## config.mk

```make
export PLATFORM = sky130hd
export DESIGN_NAME = convolutional_encoder
export DESIGN_NICKNAME = d
export VERILOG_FILES = /design/src/rtl/convolutional_encoder.sv
export SDC_FILE = /design/constraint.sdc
export NUM_CORES = 1
export LEC_CHECK = 0
export CAP_MARGIN = 20
export CORE_UTILIZATION = 57
export DETAILED_ROUTE_END_ITERATION = 10
export PLACE_DENSITY = 0.82
export SETUP_SLACK_MARGIN = 0.4
export SYNTH_ARGS = -nofsm -noshare
export SYNTH_HDL_FRONTEND = slang
export SYNTH_SLANG_ARGS = --single-unit
```

## constraint.sdc

```tcl
create_clock -name Clock -period 4.1 [get_ports Clock]
set_input_delay 0.82 -clock Clock [delete_from_list [all_inputs] [get_ports Clock]]
set_output_delay 0.82 -clock Clock [all_outputs]
set_load 0.02 [all_outputs]
```

## src/rtl/convolutional_encoder.sv

```systemverilog
// K=7 rate-1/2 convolutional encoder (g0=133, g1=171 octal) with 1/2, 2/3, 3/4 puncturing
// and a 2-entry output FIFO under ready/valid flow control on both sides.
module convolutional_encoder (
    input  logic       Clock,
    input  logic       Reset,
    input  logic       Start,
    input  logic       Stop,
    input  logic [1:0] Rate,
    input  logic       Input,
    input  logic       InputValid,
    output logic       InputReady,
    output logic       Output,
    output logic       OutputValid,
    input  logic       OutputReady
);

    localparam logic [1:0] RATE_1_2 = 2'd0;
    localparam logic [1:0] RATE_2_3 = 2'd1;
    localparam logic [1:0] RATE_3_4 = 2'd2;

    typedef enum logic [1:0] {IDLE, ENCODE, DRAIN} state_t;

    state_t     state;
    logic [5:0] s;
    logic [1:0] rate_q;
    logic [1:0] phase, phase_n;
    logic [1:0] count, count_n;
    logic [1:0] fifo, fifo_n;   // fifo[0] is the head
    logic       accept, pop;
    logic       coded_a, coded_b;
    logic       push_a, push_b;

    assign OutputValid = (count != 2'd0);
    assign Output      = fifo[0] & OutputValid;
    assign InputReady  = (state == ENCODE) &
                         ((count == 2'd0) | ((count == 2'd1) & OutputReady));
    assign accept      = InputReady & InputValid & ~Start;
    assign pop         = OutputValid & OutputReady;

    assign coded_a = Input ^ s[1] ^ s[2] ^ s[4] ^ s[5];
    assign coded_b = Input ^ s[0] ^ s[1] ^ s[2] ^ s[5];

    always_comb begin
        push_a  = 1'b1;
        push_b  = 1'b1;
        phase_n = 2'd0;
        case (rate_q)
            RATE_2_3: begin
                push_b  = (phase == 2'd0);
                phase_n = (phase == 2'd1) ? 2'd0 : phase + 2'd1;
            end
            RATE_3_4: begin
                push_a  = (phase != 2'd2);
                push_b  = (phase != 2'd1);
                phase_n = (phase == 2'd2) ? 2'd0 : phase + 2'd1;
            end
            default: ;
        endcase
    end

    // An accept only happens when the FIFO is empty after this cycle's pop,
    // so pushed bits always land at the head. Empty slots are kept at zero.
    always_comb begin
        fifo_n  = fifo;
        count_n = count;
        if (pop) begin
            fifo_n  = {1'b0, fifo[1]};
            count_n = count - 2'd1;
        end
        if (accept) begin
            if (push_a && push_b) begin
                fifo_n  = {coded_b, coded_a};
                count_n = 2'd2;
            end else if (push_a) begin
                fifo_n  = {1'b0, coded_a};
                count_n = 2'd1;
            end else begin
                fifo_n  = {1'b0, coded_b};
                count_n = 2'd1;
            end
        end
    end

    always_ff @(posedge Clock or posedge Reset) begin
        if (Reset) begin
            state  <= IDLE;
            s      <= '0;
            phase  <= '0;
            rate_q <= RATE_1_2;
            count  <= '0;
            fifo   <= '0;
        end else if (Start) begin
            state  <= ENCODE;
            s      <= '0;
            phase  <= '0;
            rate_q <= (Rate == 2'b11) ? RATE_1_2 : Rate;
            count  <= '0;
            fifo   <= '0;
        end else begin
            fifo  <= fifo_n;
            count <= count_n;
            if (accept) begin
                s     <= {s[4:0], Input};
                phase <= phase_n;
            end
            case (state)
                ENCODE:  if (Stop) state <= DRAIN;
                DRAIN:   if (count == 2'd0) state <= IDLE;
                default: state <= IDLE;
            endcase
        end
    end

endmodule

```

; ---- Word level (Yosys, flattened, before mapping)
; Cells that the tools add are included.
; Widths: inputs -> output; s select.
[word_totals]
ff_bits = 16
inputBits = 9
output_inout_bits = 3
wordCells = 66
[op_classes]
n_addsub = 2
eq_ne = 12
muxes = 23
n_bitwise = 16
n_reduce_logical = 7
[op_table]
columns = cell, n
row1 = $mux 2, 16
row2 = $mux 6, 2
row3 = $eq 2x1->1 const B, 4
row4 = $eq 2x2->1 const B, 4
row5 = $pmux 2 s2, 2
row6 = $xor 1x1->1, 8
row7 = $and 1x1->1, 6
row8 = $ne 3x3->1 const B, 2
row9 = $logic_not 2->1, 2
row10 = $reduce_bool 2->1, 2
row11 = $reduce_bool 3->1, 1
row12 = $add 2x1->2 const B, 1
row13 = $mux 1, 2
row14 = $ne 2x1->1 const B, 1
row15 = $ne 2x2->1 const B, 1
row16 = $pmux 1 s2, 1
row17 = $reduce_and 2->1, 1
row18 = $sub 2x1->2 const B, 1
row19 = $logic_and 1x1->1, 1
row20 = $not 1->1, 1
row21 = $or 1x1->1, 1

; ---- Longest topological paths before layout
; Gate-level depths: netlist of run 1.
[logic_depth]
depth_word = 8
ltp_mapped = 7

; ---- Worst setup path before layout of run 1
; Ideal clock, no wire load.
[synth_timing]
path_type = input to output
from = in OutputReady
to = out InputReady
arrival_time_ps = 1185
slack_ps = 2095
path_stages = 2
path_buffers = 0
path_cell_list = a21oi_2 > nor2_1
[synth_between]
elab_chain_len = 3
[synth_rtl]
columns = element, line
row1 = "start, declared", 14  ; input logic OutputReady
row2 = $and 1x1->1, 36  ; ((count == 2'd0) | ((count == 2'd1) & OutputReady));
row3 = $or 1x1->1, 36
row4 = $and 1x1->1, 35  ; assign InputReady = (state == ENCODE) &
row5 = "end, declared", 11  ; output logic InputReady,
; No other way between the ends.

; ---- Worst setup path in the final report of run 1
; Ends and elaborated chain as after synthesis.

==> impl_metrics.csv, run 1 <==
group,metric,value,unit
status,run_status,"complete, no violations",
floorplan,io_pins,12,
yosys,yosysTopAreaCell,"dfrtp_1",
layout,nets,117,
min_path,min_path_type,"reg -> reg",
layout,num_antenna_cells,0,
timing,tns,0,ns
worst_setup_path,worstPathArrival,2.13,ns
worst_setup_path,end_kind,"primary output",
layout,drive_gt1_share,8.91,%
detailed_routing,routed_wl,1460,um
floorplan,core,1520,sq um
detailed_routing,drt_first_pass_iters,4,
layout,area_growth,14.3,%
cts,cts_setup_buffers,0,
cts,clk_pin_slew_worst_paths,0.09,ns
global_routing,grt_max_degree,18,
cts,ctsResizeCount,0,
power,leakage,0.484,nW
cts,cts_buffers,3,
cts,root_buffer,"clkbuf_4",
placed_design,dp_hpwl,1110,um
cts,htreeDepth,1,
layout,final_cell_mix,"16 x dfrtp_1, 12 x nor2_1, 11 x clkdlybuf4s50_1",
detailed_routing,antenna_left,0,
power,power_density,388,nW/um^2
worst_setup_path,cp_data_required_time,3.28,ns
worst_setup_path,crit_top_cell,"clkdlybuf4s50_1",
floorplan,rows,14,
worst_setup_path,slowest_delay,0.60,ns
timing,skew,0.00317,ns
worst_setup_path,critPathMaxFanout,2,
global_routing,grt_pass1_wl,2650,um
min_path,hold_start,"state[1]$_DFFE_PP0P_",
placed_design,place_area,1050,sq um
power,ir_drop,0.232,mV
timing,grt_setup_unrepaired,"no",
yosys,synth_nets,104,
worst_setup_path,regToRegEndpoint,"fifo[1]$_DFFE_PP0P_",
flow_run,maxCapViolCount,0,
yosys,ys.warnings.count,0,
worst_setup_path,reg2reg_depth,6,
worst_setup_path,path_buf_inv,2,
layout,layout_commonest_cell,"dfrtp_1",
floorplan,floorplan.initialDensity,61.4,%
global_routing,gr-total-overflow,0,
min_path,min_to,"state[1]$_DFFE_PP0P_",
yosys,synth_area,936,sq um
worst_setup_path,worstPathCellList,"clkdlybuf4s50_1, a21oi_2, nor2_1, clkdlybuf4s50_1",
min_path,whs_path_depth,2,
yosys,yosysUniqueCellTypes,30,
worst_setup_path,crit_type,"in -> out",
global_routing,antenna_found_initial,0,
placed_design,port_buffers,11,
cts,cts_tree,"done",
floorplan,die_area,1810,sq um
yosys,synthTopCellsByArea,"dfrtp_1 43%, mux2i_1 8.6%, ha_1 6.7%",
yosys,syn_avg_cell_area,10.4,sq um
detailed_routing,num_vias,668,
cts,cts_hold_buf,0,
yosys,syn_inst,90,
worst_setup_path,slowest_stage,"clkdlybuf4s50_1",
timing,slew_headroom,51.9,%
global_routing,grt_usage,19.5,%
timing,whs,0.531,ns
timing,max_freq,339,MHz
yosys,synth_top_area_share,42.8,%
timing,fin_crit_sh,71.9,%
detailed_routing,drt_iter0_drc,10,
placed_design,place.gp.congestion,0.754,
timing,setup_viol,0,
detailed_routing,wl_per_cell,12.5,um
global_routing,grt_pass1_vias,659,
worst_setup_path,r2r_start,"count[0]$_DFFE_PP0P_",
yosys,synth_seq_cells,16,
floorplan,dieWidth,42.5,um
detailed_routing,vias_per_cell,5.71,
layout,fin_area,1070,sq um
yosys,synth_seq_area_share,42.8,%
floorplan,die_h,42.5,um
detailed_routing,drc,0,
cts,clk_path_buf_depth,2,
timing,worstMarginPinSlew,0.721,ns
timing,fin_crit,2.95,ns
cts,clk_latency,0.28,ns
worst_setup_path,critical-path-top-delay-family,"buffers and inverters",
timing,hold_violations,0,
timing,report.final.slew_viol_count,0,
worst_setup_path,r2r_setup_slack,2.06,ns
cts,cts_sinks,16,
worst_setup_path,start_kind,"input port",
-- routing by layer --
| layer | wire (um) | share of wire [%] | track usage, % | vias up |
|---|---|---|---|---|
| li1 | - | - | - | 329 |
| met1 | 638 | 44 | 23.7 | 322 |
| met2 | 761 | 52 | 33.8 | 15 |
| met3 | 42 | 2.9 | 2.59 | 2 |
| met4 | 15 | 1.0 | 9.38 | 0 |
| met5 | 0 | 0 | 0 | - |
-- cell usage after synthesis --
master	number
a211o_1	1
a211oi_1	1
a211oi_2	1
a21oi_1	5
a21oi_2	1
and2b_4	1
buf_6	1
clkbuf_1	2
dfrtp_1	16
ha_1	5
inv_1	8
mux2i_1	8
nand2_1	2
nand2b_1	1
nand2b_4	1
nand3b_1	4
nor2_1	12
nor2b_1	4
nor3b_4	1
o211a_1	1
o211ai_1	1
o21ai_0	2
o21ai_1	1
o22ai_1	1
o31ai_1	1
o32ai_1	1
or4b_1	1
xnor2_1	4
xnor2_2	1
xor2_1	1
-- worst reg2reg max path, cell delays in order, from the launching register on --
cell	delay, ns
dfrtp_1	0.39
inv_1	0.09
ha_1	0.25
a21oi_2	0.08
nor3b_4	0.63
o21ai_1	0.23
o31ai_1	0.27
-- logic make-up after synthesis --
group / share of synthesized area (%)
AOI/OAI and AO/OA: 12.6
xor gates and xnor gates: 6.42
adders and majority gates: 6.68
buffers and inverters: 5.21
DFF: 42.8
muxes: 8.56
and+or+nand+nor: 17.8
-- flip-flops by register name, indices dropped and copies added, names as in the netlist --
signal,cells
s,6
count,2
phase,2
state,2
fifo,2
rate_q,2
-- worst max-delay path by stage --
stage	from	endpoint	slack, ns	cells after the start
after floorplan	OutputReady	InputReady	2.10	2
after global placement	OutputReady	InputReady	1.19	4
after detailed placement	OutputReady	InputReady	1.15	4
after CTS	OutputReady	InputReady	1.14	4
after global routing	OutputReady	InputReady	1.10	4
final	OutputReady	InputReady	1.15	4
-- power by group --
| group | total, W | switching (W) | internal (W) |
|---|---|---|---|
| clock | 0.0000812 | 0.0000471 | 0.0000341 |
| combinational | 0.000154 | 0.0000801 | 0.0000739 |
| sequential | 0.000180 | 0.00000857 | 0.000171 |
-- stage by stage --
stage	setup slack [ns]	util, %	cells	total power (W)
detailed placement	1.15	68.7	114	0.000339
floorplan	2.10	-	90	0.000298
CTS	1.14	70.2	117	0.000418
finish	1.15	70.2	117	0.000415
global route	1.10	70.2	117	0.000440
global placement	1.19	68.7	114	0.000332
-- area by class of cell --
type	count	area, sq um
fill	116	454
timing repair buffer	11	110
multi-input combinational	63	487
clock buffer	3	22.5
sequential	16	400
tap	16	20.0
inverter	8	30.0
No activity file was read; power rests on OpenSTA's default activity.
==> inputs of run 2 (changes only) <==
- CORE_UTILIZATION: 57 -> 48
- PLACE_DENSITY: 0.82 -> 0.74
- clock period: 4.1 -> 2.6 ns (I/O delays scaled with it)
==> impl_metrics.csv, run 2 (same netlist as run 1, synthesis figures left out) <==
group,metric,value,unit
global_routing,antenna_found_initial,0,
detailed_routing,drc,0,
cts,clk_pin_slew_worst_paths,0.09,ns
detailed_routing,drt_iter0_drc,4,
power,intPower,0.000438,W
worst_setup_path,crit_type,"in -> out",
global_routing,grt_max_degree,17,
worst_setup_path,cp_data_required_time,2.08,ns
timing,report.final.slew_viol_count,0,
power,swShare,33.2,%
power,seq_power_share,43.1,%
layout,nets,119,
cts,htreeDepth,1,
placed_design,dp_hpwl,1250,um
layout,area_growth,17.1,%
floorplan,io_pins,12,
timing,grt_setup_unrepaired,"no",
power,comb_power_share,37.3,%
global_routing,grt_usage,18.3,%
power,ir_drop,0.349,mV
floorplan,floorplan.initialDensity,52.5,%
worst_setup_path,start_kind,"input port",
detailed_routing,num_vias,641,
global_routing,grt_pass1_wl,2710,um
timing,fin_crit_sh,80.8,%
layout,layout_commonest_cell,"dfrtp_1",
worst_setup_path,end_kind,"primary output",
worst_setup_path,critPathMaxFanout,2,
flow_run,maxCapViolCount,0,
timing,hold_violations,0,
power,p_sw,0.000218,W
detailed_routing,vias_per_cell,5.01,
layout,seq_area,400,sq um
placed_design,place_area,1070,sq um
timing,max_freq,476,MHz
detailed_routing,wl_per_cell,13.2,um
global_routing,grt_pass1_vias,630,
timing,skew,0.00809,ns
timing,setup_viol,0,
timing,tns,0,ns
layout,drive_gt1_share,10.7,%
detailed_routing,antenna_left,0,
cts,cts_hold_buf,0,
floorplan,die_area,2130,sq um
layout,largest_register_ffs,6,
timing,whs,0.533,ns
timing,worstMarginPinSlew,0.613,ns
floorplan,core,1780,sq um
detailed_routing,drt_first_pass_iters,4,
layout,nFillCells,151,
worst_setup_path,worstPathArrival,1.58,ns
cts,clk_latency,0.28,ns
layout,multi_input_area,487,sq um
floorplan,die_h,46.2,um
placed_design,port_buffers,11,
placed_design,place.gp.congestion,0.747,
min_path,min_path_type,"reg -> reg",
cts,root_buffer,"clkbuf_4",
status,run_status,"complete, no violations",
global_routing,gr-total-overflow,0,
timing,setup_slack,0.500,ns
cts,clk_path_buf_depth,2,
detailed_routing,routed_wl,1690,um
cts,cts_sinks,16,
layout,num_antenna_cells,0,
layout,final_cell_mix,"16 x dfrtp_1, 12 x nor2_1, 8 x mux2i_1, 8 x inv_1, 8 x clkdlybuf4s50_1",
layout,fin_area,1100,sq um
cts,cts_buffers,3,
timing,slew_headroom,59.1,%
floorplan,rows,15,
power,leakage,0.514,nW
timing,fin_crit,2.10,ns
power,power_density,599,nW/um^2
layout,regMostFlops,"s",
cts,cts_tree,"done",
layout,utilization,61.5,%
placed_design,place_ws,0.258,ns
power,clkPwrFrac,19.6,%
floorplan,dieWidth,46.2,um
-- run 2: changes by cell type in the layout (fill, tap and decap cells not counted), sizes merged --
cell	previous run	this run
clkdlybuf4s50	11	8
buf	0	2
dlygate4sd2	0	2
dlymetal6s2s	0	1
-- run 2: per-stage QoR --
step	total power (W)	cells
6_report	0.000657	128
5_1_grt	0.000697	128
4_1_cts	0.000667	128
3_3_place_gp	0.000534	125
2_1_floorplan	0.000470	90
3_5_place_dp	0.000541	125
-- run 2: path summary, 6_finish.rpt --
kind | slack, ns | cells past startpoint | to | startpoint
min in group asynchronous | 0.60 | 2 | s[3]$_DFFE_PP0P_ | Reset
min reg2reg | 0.53 | 2 | s[4]$_DFFE_PP0P_ | s[3]$_DFFE_PP0P_
max | 0.50 | 4 | InputReady | OutputReady
max in group asynchronous | 1.60 | 2 | state[1]$_DFFE_PP0P_ | Reset
max reg2reg | 0.70 | 7 | s[2]$_DFFE_PP0P_ | count[0]$_DFFE_PP0P_
min | 0.53 | 2 | s[4]$_DFFE_PP0P_ | s[3]$_DFFE_PP0P_
-- run 2: layout make-up --
cell class | count | area share (%)
clock buffers | 3 | 2.05
repair buffers | 13 | 11.4
flip-flops and latches | 16 | 36.5
multi-input cells | 63 | 44.4
inverters | 8 | 2.74
well taps | 25 | 2.85
-- run 2: metal layers --
layer	GRT usage [%]	wire [um]	part of all wire, %	vias to the layer above
li1	-	-	-	335
met1	23.5	815	48	296
met2	30.7	824	49	8
met3	2.75	43	2.5	2
met4	7.06	6	0.36	0
met5	0	0	0	-
-- run 2: what timing repair did --
item | CTS | global route
setup endpoints to repair | 2 | 1
setup buffers | 0 | 0
gates resized for setup | 2 | 1
-- run 2: critical path: stages --
cell	delay, ns
clkdlybuf4s50_1	0.45
a21oi_2	0.23
nor2_1	0.07
dlygate4sd2_1	0.32
-- run 2: power by group through the flow --
stage / Clock (W) / Sequential [W] / Combinational, W
global placement: 0 / 0.000287 / 0.000247
CTS: 0.000135 / 0.000284 / 0.000248
global route: 0.000139 / 0.000285 / 0.000273
detailed placement: 0 / 0.000289 / 0.000253
floorplan: 0 / 0.000285 / 0.000185
finish: 0.000129 / 0.000283 / 0.000245
